<file path="src/rtl/gpio_irq_pkg.sv">
// Shared constants for the GPIO edge-interrupt block: register offsets, debounce width, defaults.
// Optional debounce logic is enabled by defining GPIO_IRQ_DEBOUNCE_EN.
package gpio_irq_pkg;

  localparam logic [7:0] OFS_DATA     = 8'h00;
  localparam logic [7:0] OFS_RISE_EN  = 8'h04;
  localparam logic [7:0] OFS_FALL_EN  = 8'h08;
  localparam logic [7:0] OFS_STATUS   = 8'h0C;
  localparam logic [7:0] OFS_DEBOUNCE = 8'h10;

  localparam int DBC_W          = 16;
  localparam int DEF_NUM_GPIO   = 8;
  localparam int DEF_SETTLE_CYC = 3;

endpackage

</file>
<file path="src/rtl/gpio_edge_irq_if.sv">
// iomem valid/ready register bus shared with the per-pad GPIO cells.
interface gpio_edge_irq_if;

  logic [31:0] iomem_addr;
  logic        iomem_valid;
  logic        iomem_wstrb;
  logic [31:0] iomem_wdata;
  logic [31:0] iomem_rdata;
  logic        iomem_ready;

  modport master (
    output iomem_addr, iomem_valid, iomem_wstrb, iomem_wdata,
    input  iomem_rdata, iomem_ready
  );

  modport slave (
    input  iomem_addr, iomem_valid, iomem_wstrb, iomem_wdata,
    output iomem_rdata, iomem_ready
  );

endinterface

</file>
<file path="src/rtl/gpio_in_filter.sv">
// One pin: two-flop synchroniser followed by the filtered level register.
// With GPIO_IRQ_DEBOUNCE_EN defined, filt only follows sync2 after a sustained mismatch.
module gpio_in_filter
  import gpio_irq_pkg::*;
(
  input  logic             clk,
  input  logic             resetn,
  input  logic             pin_i,
`ifdef GPIO_IRQ_DEBOUNCE_EN
  input  logic [DBC_W-1:0] dbc_thresh_i,
`endif
  output logic             filt_o
);

  logic sync1_q, sync2_q, filt_q;

  always_ff @(posedge clk or negedge resetn) begin
    if (!resetn) begin
      sync1_q <= 1'b0;
      sync2_q <= 1'b0;
    end else begin
      sync1_q <= pin_i;
      sync2_q <= sync1_q;
    end
  end

`ifdef GPIO_IRQ_DEBOUNCE_EN
  logic [DBC_W-1:0] cnt_q, cnt_d;
  logic             filt_d;

  // >= rather than == so lowering the threshold mid-count still releases the pin.
  always_comb begin
    cnt_d  = '0;
    filt_d = filt_q;
    if (sync2_q != filt_q) begin
      if (cnt_q >= dbc_thresh_i) begin
        filt_d = sync2_q;
      end else if (cnt_q != {DBC_W{1'b1}}) begin
        cnt_d = cnt_q + 1'b1;
      end else begin
        cnt_d = cnt_q;
      end
    end
  end

  always_ff @(posedge clk or negedge resetn) begin
    if (!resetn) begin
      filt_q <= 1'b0;
      cnt_q  <= '0;
    end else begin
      filt_q <= filt_d;
      cnt_q  <= cnt_d;
    end
  end
`else
  always_ff @(posedge clk or negedge resetn) begin
    if (!resetn) filt_q <= 1'b0;
    else         filt_q <= sync2_q;
  end
`endif

  assign filt_o = filt_q;

endmodule

</file>
<file path="src/rtl/gpio_edge_irq.sv">
// GPIO input edge detector: per-pin filter, enabled edges latched into W1C STATUS, level irq = |STATUS.
// Define GPIO_IRQ_DEBOUNCE_EN to add the DEBOUNCE register and per-pin debounce counters.
module gpio_edge_irq
  import gpio_irq_pkg::*;
#(
  parameter int          NUM_GPIO   = DEF_NUM_GPIO,
  parameter logic [31:0] BASE_ADR   = 32'h2100_0100,
  parameter int          SETTLE_CYC = DEF_SETTLE_CYC
) (
  input  logic                clk,
  input  logic                resetn,
  gpio_edge_irq_if.slave      bus,
  input  logic [NUM_GPIO-1:0] gpio_in,
  output logic                irq
);

  localparam int SW = (SETTLE_CYC < 1) ? 1 : $clog2(SETTLE_CYC + 1);

  logic [NUM_GPIO-1:0] filt, prev_q, rise_en_q, fall_en_q, status_q, status_d;
  logic [NUM_GPIO-1:0] edge_r, edge_f, w1c;
  logic [SW-1:0]       settle_q;
  logic [31:0]         rdata_q, rdata_d;
  logic                ready_q, acc, wr, armed;
  logic [7:0]          ofs;
  logic                unused_wdata;

`ifdef GPIO_IRQ_DEBOUNCE_EN
  logic [DBC_W-1:0]    dbc_q;
`endif

  for (genvar gi = 0; gi < NUM_GPIO; gi++) begin : g_pin
    gpio_in_filter u_filt (
      .clk          (clk),
      .resetn       (resetn),
      .pin_i        (gpio_in[gi]),
`ifdef GPIO_IRQ_DEBOUNCE_EN
      .dbc_thresh_i (dbc_q),
`endif
      .filt_o       (filt[gi])
    );
  end

  // One access per ack: the cycle after ready the same request is not re-accepted.
  assign acc          = bus.iomem_valid && !ready_q && (bus.iomem_addr[31:8] == BASE_ADR[31:8]);
  assign wr           = acc && bus.iomem_wstrb;
  assign ofs          = bus.iomem_addr[7:0];
  assign unused_wdata = ^bus.iomem_wdata;

  assign edge_r   = filt & ~prev_q;
  assign edge_f   = ~filt & prev_q;
  assign armed    = (settle_q == '0);
  assign w1c      = (wr && ofs == OFS_STATUS) ? bus.iomem_wdata[NUM_GPIO-1:0] : '0;
  assign status_d = (status_q & ~w1c) |
                    ({NUM_GPIO{armed}} & ((edge_r & rise_en_q) | (edge_f & fall_en_q)));

  always_comb begin
    rdata_d = '0;
    case (ofs)
      OFS_DATA:     rdata_d[NUM_GPIO-1:0] = filt;
      OFS_RISE_EN:  rdata_d[NUM_GPIO-1:0] = rise_en_q;
      OFS_FALL_EN:  rdata_d[NUM_GPIO-1:0] = fall_en_q;
      OFS_STATUS:   rdata_d[NUM_GPIO-1:0] = status_q;
`ifdef GPIO_IRQ_DEBOUNCE_EN
      OFS_DEBOUNCE: rdata_d[DBC_W-1:0]    = dbc_q;
`endif
      default:      rdata_d = '0;
    endcase
  end

  always_ff @(posedge clk or negedge resetn) begin
    if (!resetn) begin
      ready_q   <= 1'b0;
      rdata_q   <= '0;
      rise_en_q <= '0;
      fall_en_q <= '0;
      status_q  <= '0;
      prev_q    <= '0;
      settle_q  <= SW'(SETTLE_CYC);
`ifdef GPIO_IRQ_DEBOUNCE_EN
      dbc_q     <= '0;
`endif
    end else begin
      ready_q  <= acc;
      rdata_q  <= (acc && !bus.iomem_wstrb) ? rdata_d : '0;
      status_q <= status_d;
      prev_q   <= filt;
      if (settle_q != '0) settle_q <= settle_q - 1'b1;
      if (wr && ofs == OFS_RISE_EN) rise_en_q <= bus.iomem_wdata[NUM_GPIO-1:0];
      if (wr && ofs == OFS_FALL_EN) fall_en_q <= bus.iomem_wdata[NUM_GPIO-1:0];
`ifdef GPIO_IRQ_DEBOUNCE_EN
      if (wr && ofs == OFS_DEBOUNCE) dbc_q <= bus.iomem_wdata[DBC_W-1:0];
`endif
    end
  end

  assign bus.iomem_ready = ready_q;
  assign bus.iomem_rdata = rdata_q;
  assign irq             = |status_q;

endmodule
</file>
<file path="src/flat_wrapper.sv">
// flat-port wrapper written by rule: the top's interface ports become plain ports
module gpio_edge_irq_flat import gpio_irq_pkg::*;
#(
  parameter int          NUM_GPIO   = DEF_NUM_GPIO,
  parameter logic [31:0] BASE_ADR   = 32'h2100_0100,
  parameter int          SETTLE_CYC = DEF_SETTLE_CYC
)
  (clk, resetn, gpio_in, irq, bus_iomem_addr, bus_iomem_valid, bus_iomem_wstrb, bus_iomem_wdata, bus_iomem_rdata, bus_iomem_ready);
  gpio_edge_irq_if bus_i ();
  input  logic clk;
  input  logic resetn;
  input  logic [NUM_GPIO-1:0] gpio_in;
  output logic irq;
  input wire logic [$bits(bus_i.iomem_addr)-1:0] bus_iomem_addr;
  input wire logic [$bits(bus_i.iomem_valid)-1:0] bus_iomem_valid;
  input wire logic [$bits(bus_i.iomem_wstrb)-1:0] bus_iomem_wstrb;
  input wire logic [$bits(bus_i.iomem_wdata)-1:0] bus_iomem_wdata;
  output wire logic [$bits(bus_i.iomem_rdata)-1:0] bus_iomem_rdata;
  output wire logic [$bits(bus_i.iomem_ready)-1:0] bus_iomem_ready;
  assign bus_i.iomem_addr = bus_iomem_addr;
  assign bus_i.iomem_valid = bus_iomem_valid;
  assign bus_i.iomem_wstrb = bus_iomem_wstrb;
  assign bus_i.iomem_wdata = bus_iomem_wdata;
  assign bus_iomem_rdata = bus_i.iomem_rdata;
  assign bus_iomem_ready = bus_i.iomem_ready;
  gpio_edge_irq #(.NUM_GPIO(NUM_GPIO), .BASE_ADR(BASE_ADR), .SETTLE_CYC(SETTLE_CYC)) u_core (.clk(clk), .resetn(resetn), .bus(bus_i), .gpio_in(gpio_in), .irq(irq));
endmodule
</file>
<file path="config.mk">
export PLATFORM = sky130hd
export DESIGN_NAME = gpio_edge_irq_flat
export DESIGN_NICKNAME = d
export VERILOG_FILES = /design/src/rtl/gpio_irq_pkg.sv /design/src/rtl/gpio_edge_irq_if.sv /design/src/rtl/gpio_in_filter.sv /design/src/rtl/gpio_edge_irq.sv /design/src/flat_wrapper.sv
export SDC_FILE = /design/constraint.sdc
export NUM_CORES = 1
export LEC_CHECK = 0
export CAP_MARGIN = 25
export CELL_PAD_IN_SITES_DETAIL_PLACEMENT = 2
export CELL_PAD_IN_SITES_GLOBAL_PLACEMENT = 2
export CORE_UTILIZATION = 30
export DETAILED_ROUTE_END_ITERATION = 16
export GPL_TIMING_DRIVEN = 0
export MAX_ROUTING_LAYER = met4
export PLACE_DENSITY = 0.95
export SLEW_MARGIN = 10
export SYNTH_ARGS = -nofsm -noshare
export SYNTH_HDL_FRONTEND = slang
export SYNTH_SLANG_ARGS = --single-unit
export TNS_END_PERCENT = 10
</file>
<file path="constraint.sdc">
create_clock -name clk -period 4.46 [get_ports clk]
set_clock_uncertainty 0.2 [all_clocks]
set_input_delay 0.892 -clock clk [delete_from_list [all_inputs] [get_ports clk]]
set_output_delay 0.892 -clock clk [all_outputs]
set_load 0.05 [all_outputs]
</file>
==> metrics.txt, run 1 <==
TNS Setup 0 ps; top-count cell post-synth dfrtp_1; Clock Latency Late Sink 330 ps; fin area 3820 sq um; Reg power frac 49.8%; total power 1290 uW; Worst setup SP type input pin; Final period util 78.2%; Least-Margin Pin Slew roughly 900 ps; first-pass GRT wire length 11.1 mm; # diodes 0; DP Area 3650 sq um; minimum clock period 3490 ps; Starting DRT DRC Count 86; Worst Path Required 4480 ps; WL met1 roughly 2.6 mm; status finished, violations left; die width 98.4 um; max-slew violations 0; global route total overflow 0; CTS Buffer Depth 2; top sig layer met4; Area Overhead vs Synth 37.1%; fin util 43.2%; clock sink count 67; Seq/Total Area, Yosys 60.2%; # fillers between 900 and 1000; Async S/R FF share, synth 100%; post-synth top area share 58.3%; total number of vias 1923; Yosys top cell by area dfrtp_1; Initial Util a little under a third; Worst-path clk slew roughly 70 ps; Sw Share 25.7%; routed wl met2 approximately 3.6 mm; critical-path maximum fanout 8; share of post-route cells with drive strength above 1 23.5%; Netlist cell types 27; number of CTS-inserted buffers 9; Cells after Synth 198; first-pass iteration count of the detailed router 10; max_cap viols 0; EDFF count, synth 0; Area contributors post-synth dfrtp_1, buf_4, mux2_2, mux4_2, nor2b_1; final setup vio count 0; commonest cells in the netlist dfrtp_1, buf_4, nor2b_1, mux2_2, nand2_1; Reg area about 1700 sq um; Net Sw Power 332 uW; R2R cell count 4; DRC Markers 10; Core Rows 34; # IOs 110; Post-CTS Setup Inserts 0; synth warn 0; H-tree lvl count 3; total track usage 15.8%; internal power 957 uW; fmax ~290 MHz; unrepaired setup endpoints after global routing false; hold crit path type input pin to asynchronous set/reset pin; Setup Crit Path Kind input pin to flop; Detail Route Antenna Nets 0; failing checks DRC; Std-Cell Core Area 8850 sq um; Main synth FF type dfrtp_1; clk root buf clkbuf_8; number of vias per cell 4.74; Logic pwr share 14.8%; Mean Syn Cell Area 14.1 sq um; dpl hpwl 4.98 mm; met3 WL post-DR 418 um; CTS resizes 0; routability congestion estimate 0.709; Post-CTS Hold Buffers 0; initial antenna violation count 0; largest net degree at the start of global routing 67; Die ar. 9690 sq um; peak supply drop 0.131 mV; vias in the first global route 2177; clock network power share 35.5%; Hold Slack 139 ps; CTS tree built; Nets 371; multi-input logic area 997 sq um; overall die height 98.4 um; Final Hold Viols 0; crit end category flop; Seq cells post-synth 67; leakage power 0.00171 uW; I/O Buffers 61; relative slew slack 41.5%; Worst EP arrival 3510 ps; routed len/inst ~17 um; Post-Route WL ~6.8 mm; post-synthesis cell area between 2000 and 3000 sq um; Pwr Density 337 nW/um^2
## cell usage in the layout, fill, tap and decap left out, types with 2 or more instances in the layout
cell type	Yosys	final
buf_4	24	25
clkinv_2	0	2
nor2b_1	17	17
nor4b_1	3	3
o21ai_0	8	8
clkdlybuf4s50_1	0	60
clkbuf_8	0	12
nand3b_1	8	8
clkbuf_1	3	4
nand2_1	9	9
a221o_1	8	8
nor4_4	2	2
mux4_2	8	8
dfrtp_1	65	65
mux2_2	16	16
dfstp_2	2	2
nor4_1	7	7
nand3_1	4	4
nand2b_1	2	2
conb_1	1	24
inv_1	2	2
## power groups by stage
stage | clock network, uW | registers, uW | logic [uW]
floorplan | 0 | 647 | 110
global placement | 0 | 650 | 186
detailed placement | 0 | 653 | 192
CTS | 478 | 641 | 193
global route | 497 | 644 | 202
finish | 457 | 641 | 190
## registers in the layout (all words and copies together) (netlist names), 2 cells and up
name                         cells
u_core.rise_en_q                 8
u_core.g_pin.u_filt.sync2_q      8
u_core.bus.iomem_rdata           8
u_core.fall_en_q                 8
u_core.settle_q                  2
u_core.status_q                  8
u_core.prev_q                    8
u_core.g_pin.u_filt.filt_o       8
u_core.g_pin.u_filt.sync1_q      8
## cell families after synthesis
family | count (synthesis) | share of synthesized area [%]
buf+inv | 29 | 7.13
other cells | 1 | 0.134
fa+ha+maj | 1 | 0.449
mux | 25 | 13.3
simple gates | 58 | 14.2
flops | 67 | 60.2
compound gates | 16 | 4.31
xor+xnor | 1 | 0.314
## final timing paths
| kind | endpoint | slack, ps | start |
|---|---|---|---|
| max in group asynchronous | u_core.settle_q[0] | 3370 | resetn |
| min | u_core.g_pin[6].u_filt.sync1_q | 140 | resetn |
| min reg2reg | u_core.g_pin[7].u_filt.filt_o | 140 | u_core.g_pin[7].u_filt.sync2_q |
| min in group clk | u_core.g_pin[7].u_filt.filt_o | 140 | u_core.g_pin[7].u_filt.sync2_q |
| max reg2reg | u_core.fall_en_q[1] | 1940 | u_core.bus.iomem_ready |
| max | u_core.fall_en_q[1] | 970 | bus_iomem_addr[1] |
## cell type report
class | instances | share of cell area (%)
Inverter | 2 | 0.196
Sequential cell | 67 | 43.9
Buffer | 27 | 5.00
Clock inverter | 2 | 0.262
Tap cell | 108 | 3.53
Timing Repair Buffer | 62 | 16.6
Clock buffer | 13 | 4.42
Multi-Input combinational cell | 125 | 26.1
## per-stage QoR
stage	instances	worst slack [ps]
after CTS	406	947
after global routing	406	901
after floorplan	221	1390
after global placement	390	136
final	406	973
after detailed placement	391	601
## worst max-delay path, stage by stage
cell and delay (ps):
clkdlybuf4s50_1 420, or4_4 550, or4b_4 540, nor4_4 690, mux2_2 420
## routing by layer
metal / vias up / global-route usage, %
met5: - / -
met4: 0 / 8.27
met3: 11 / 3.05
met2: 68 / 27.5
met1: 984 / 17.2
li1: 860 / -
Note: power is estimated with default switching activity, not from simulation.
==> run 2: changes to the inputs <==
Settings changed: CORE_UTILIZATION 30 to 28, PLACE_DENSITY 0.95 to 0.9.
Clock period 4.46 ns to 3.34 ns, I/O delays scaled along.
==> run 2 against run 1 <==
The run now ends clean. Sequential power up 34%. Cell count up 6.7%. Global-route usage down 0.74 points. Largest power group unchanged. Total power up 38%.
==> metrics.txt, run 2 (same netlist as run 1, synthesis figures left out) <==
total number of vias 1947 (+1.2%); critical-path maximum fanout 8 (unchanged); TNS Setup 0 ps (unchanged); Post-CTS Setup Inserts 0 (unchanged); DRC Markers 0 (-10); most frequent cells in the layout dfrtp_1, clkdlybuf4s50_1, buf_4, conb_1, nor2b_1; Area Overhead vs Synth 39.1%; Worst-path clk slew 70 ps (about the same); Net Sw Power 474 uW (+43%); relative slew slack 44.8% (+3.3 points); Worst Path Required 3360 ps (-1120 ps); Logic pwr share 14.5% (-0.3 points); status complete, no violations; routability congestion estimate 0.766 (+8.1%); clock sink count 67 (unchanged); Reg power frac 48.3% (-1.5 points); Critical path buffers and inverters 1 (unchanged); first-pass iteration count of the detailed router 4 (-6); Sw Share 26.7% (+0.99 points); share of post-route cells with drive strength above 1 23.7% (+0.18 points); # IOs 110 (unchanged); Nets 372 (+0.27%); final setup vio count 0 (unchanged); total power 1770 uW (+38%); max-slew violations 0 (unchanged); Worst path top cell family by delay simple AND/OR/NAND/NOR gates; clk root buf clkbuf_8; CP peak stage delay 660 ps (-30 ps); Worst setup SP type input pin; Clock Latency Late Sink 340 ps (about the same); total track usage 15.1% (-0.74 points); Core Rows 36 (+5.9%); fmax between 300 and 400 MHz; leakage power 0.00172 uW (+0.32%); Post-Route WL 7.04 mm (+4.0%); number of CTS-inserted buffers 9 (unchanged); Pwr Density 457 nW/um^2 (+36%); crit end category flop; max_cap viols 0 (unchanged); routed len/inst 16.3 um (-2.5%); clock network power share 37.2% (+1.7 points); Cell Chain, Critical Path clkdlybuf4s50_1, or4_4, or4b_4, nor4_4, mux2_2; minimum clock period 3260 ps; hold crit path type flop to flop; CTS Buffer Depth 2 (unchanged); H-tree lvl count 3 (unchanged); commonest non-fill, non-tap cell in the layout dfrtp_1; unrepaired setup endpoints after global routing false; CTS tree built; peak supply drop 0.157 mV (+20%); initial antenna violation count 0 (unchanged); Worst EP arrival 3270 ps (-240 ps); Setup Crit Path Kind input pin to flop; Initial Util 28.7% (-2.9 points); global route total overflow 0 (unchanged); first-pass GRT wire length 11.2 mm (+0.88%); number of vias per cell 4.50 (-5.1%); largest net degree at the start of global routing 54 (-19%); dpl hpwl 5.23 mm (+5.0%); Final Hold Viols 0 (unchanged); internal power 1300 uW (+36%); overall die height 102 um (+3.4%); Starting DRT DRC Count 49 (-43%); Least-Margin Pin Slew 828 ps (-50.1 ps); # diodes 0 (unchanged); vias in the first global route 2256 (+3.6%); Crit-path slowest cell nor4_4; Final period util 97.5%; Detail Route Antenna Nets 0 (unchanged); Die ar. 10400 sq um (+7.0%); I/O Buffers 61 (unchanged); die width 102 um (+3.4%); Std-Cell Core Area 9730 sq um (+10%)
run 2: cell count changes in the layout (fill, tap and decap cells not counted), sizes merged:
cell / before / now
clkbuf: 16 / 13
bufinv: 0 / 1
clkinv: 2 / 3
clkinvlp: 0 / 1
dlygate4sd3: 0 / 1
inv: 2 / 3
run 2: routing by layer:
layer / wire length (um) / track usage, %
met5: 0 / -
met3: 508 / 4.55
met2: 3760 / 26.7
met1: 2690 / 16.1
met4: 73 / 4.57
run 2: final timing paths:
path / depth (start not counted) / slack [ps] / to / from
max in group asynchronous: 3 / 1830 / u_core.settle_q[0] / resetn
max reg2reg: 4 / 750 / u_core.fall_en_q[0] / u_core.bus.iomem_ready
max: 5 / 80 / u_core.fall_en_q[0] / bus_iomem_addr[1]
min reg2reg: 0 / 150 / u_core.g_pin[7].u_filt.filt_o / u_core.g_pin[7].u_filt.sync2_q
min in group asynchronous: 2 / 520 / u_core.bus.iomem_rdata[4] / resetn
min: 0 / 150 / u_core.g_pin[7].u_filt.filt_o / u_core.g_pin[7].u_filt.sync2_q
run 2: repair_timing:
action | CTS | global route
hold buffers | 1 | 0
endpoints found under the hold margin | 14 | 0
gates resized for setup | 0 | 0
run 2: cell type report:
cell class	instances	area (sq um)
plain buffers	27	191
clock inverters	6	65.1
flip-flops and latches	67	1680
well taps	133	166
repair buffers	63	646
clock buffers	10	128
multi-input cells	125	997
inverters	2	7.51
fillers	1016	5850
run 2: power groups by stage:
stage	clock network [uW]	logic, uW	registers, uW
finish	661	257	857
global route	722	273	860
CTS	686	260	857
detailed placement	0	258	872
global placement	0	248	869
floorplan	0	147	864
run 2: worst register-to-register path, delay by kind of cell (launching register included):
kind	cells	cell delay, ps
mux	1	420
simple gates	3	1460
flops	1	390
run 2: metrics by stage:
step	worst slack (ps)	hold slack (ps)	utilization (%)	instances	cell area (sq um)
floorplan	493	131	-	221	2880
global placement	-808	133	37.5	415	3650
detailed placement	-280	136	37.8	416	3680
CTS	74.9	148	39.9	433	3880
global route	43.8	150	39.9	433	3880
finish	83.3	146	39.9	433	3880
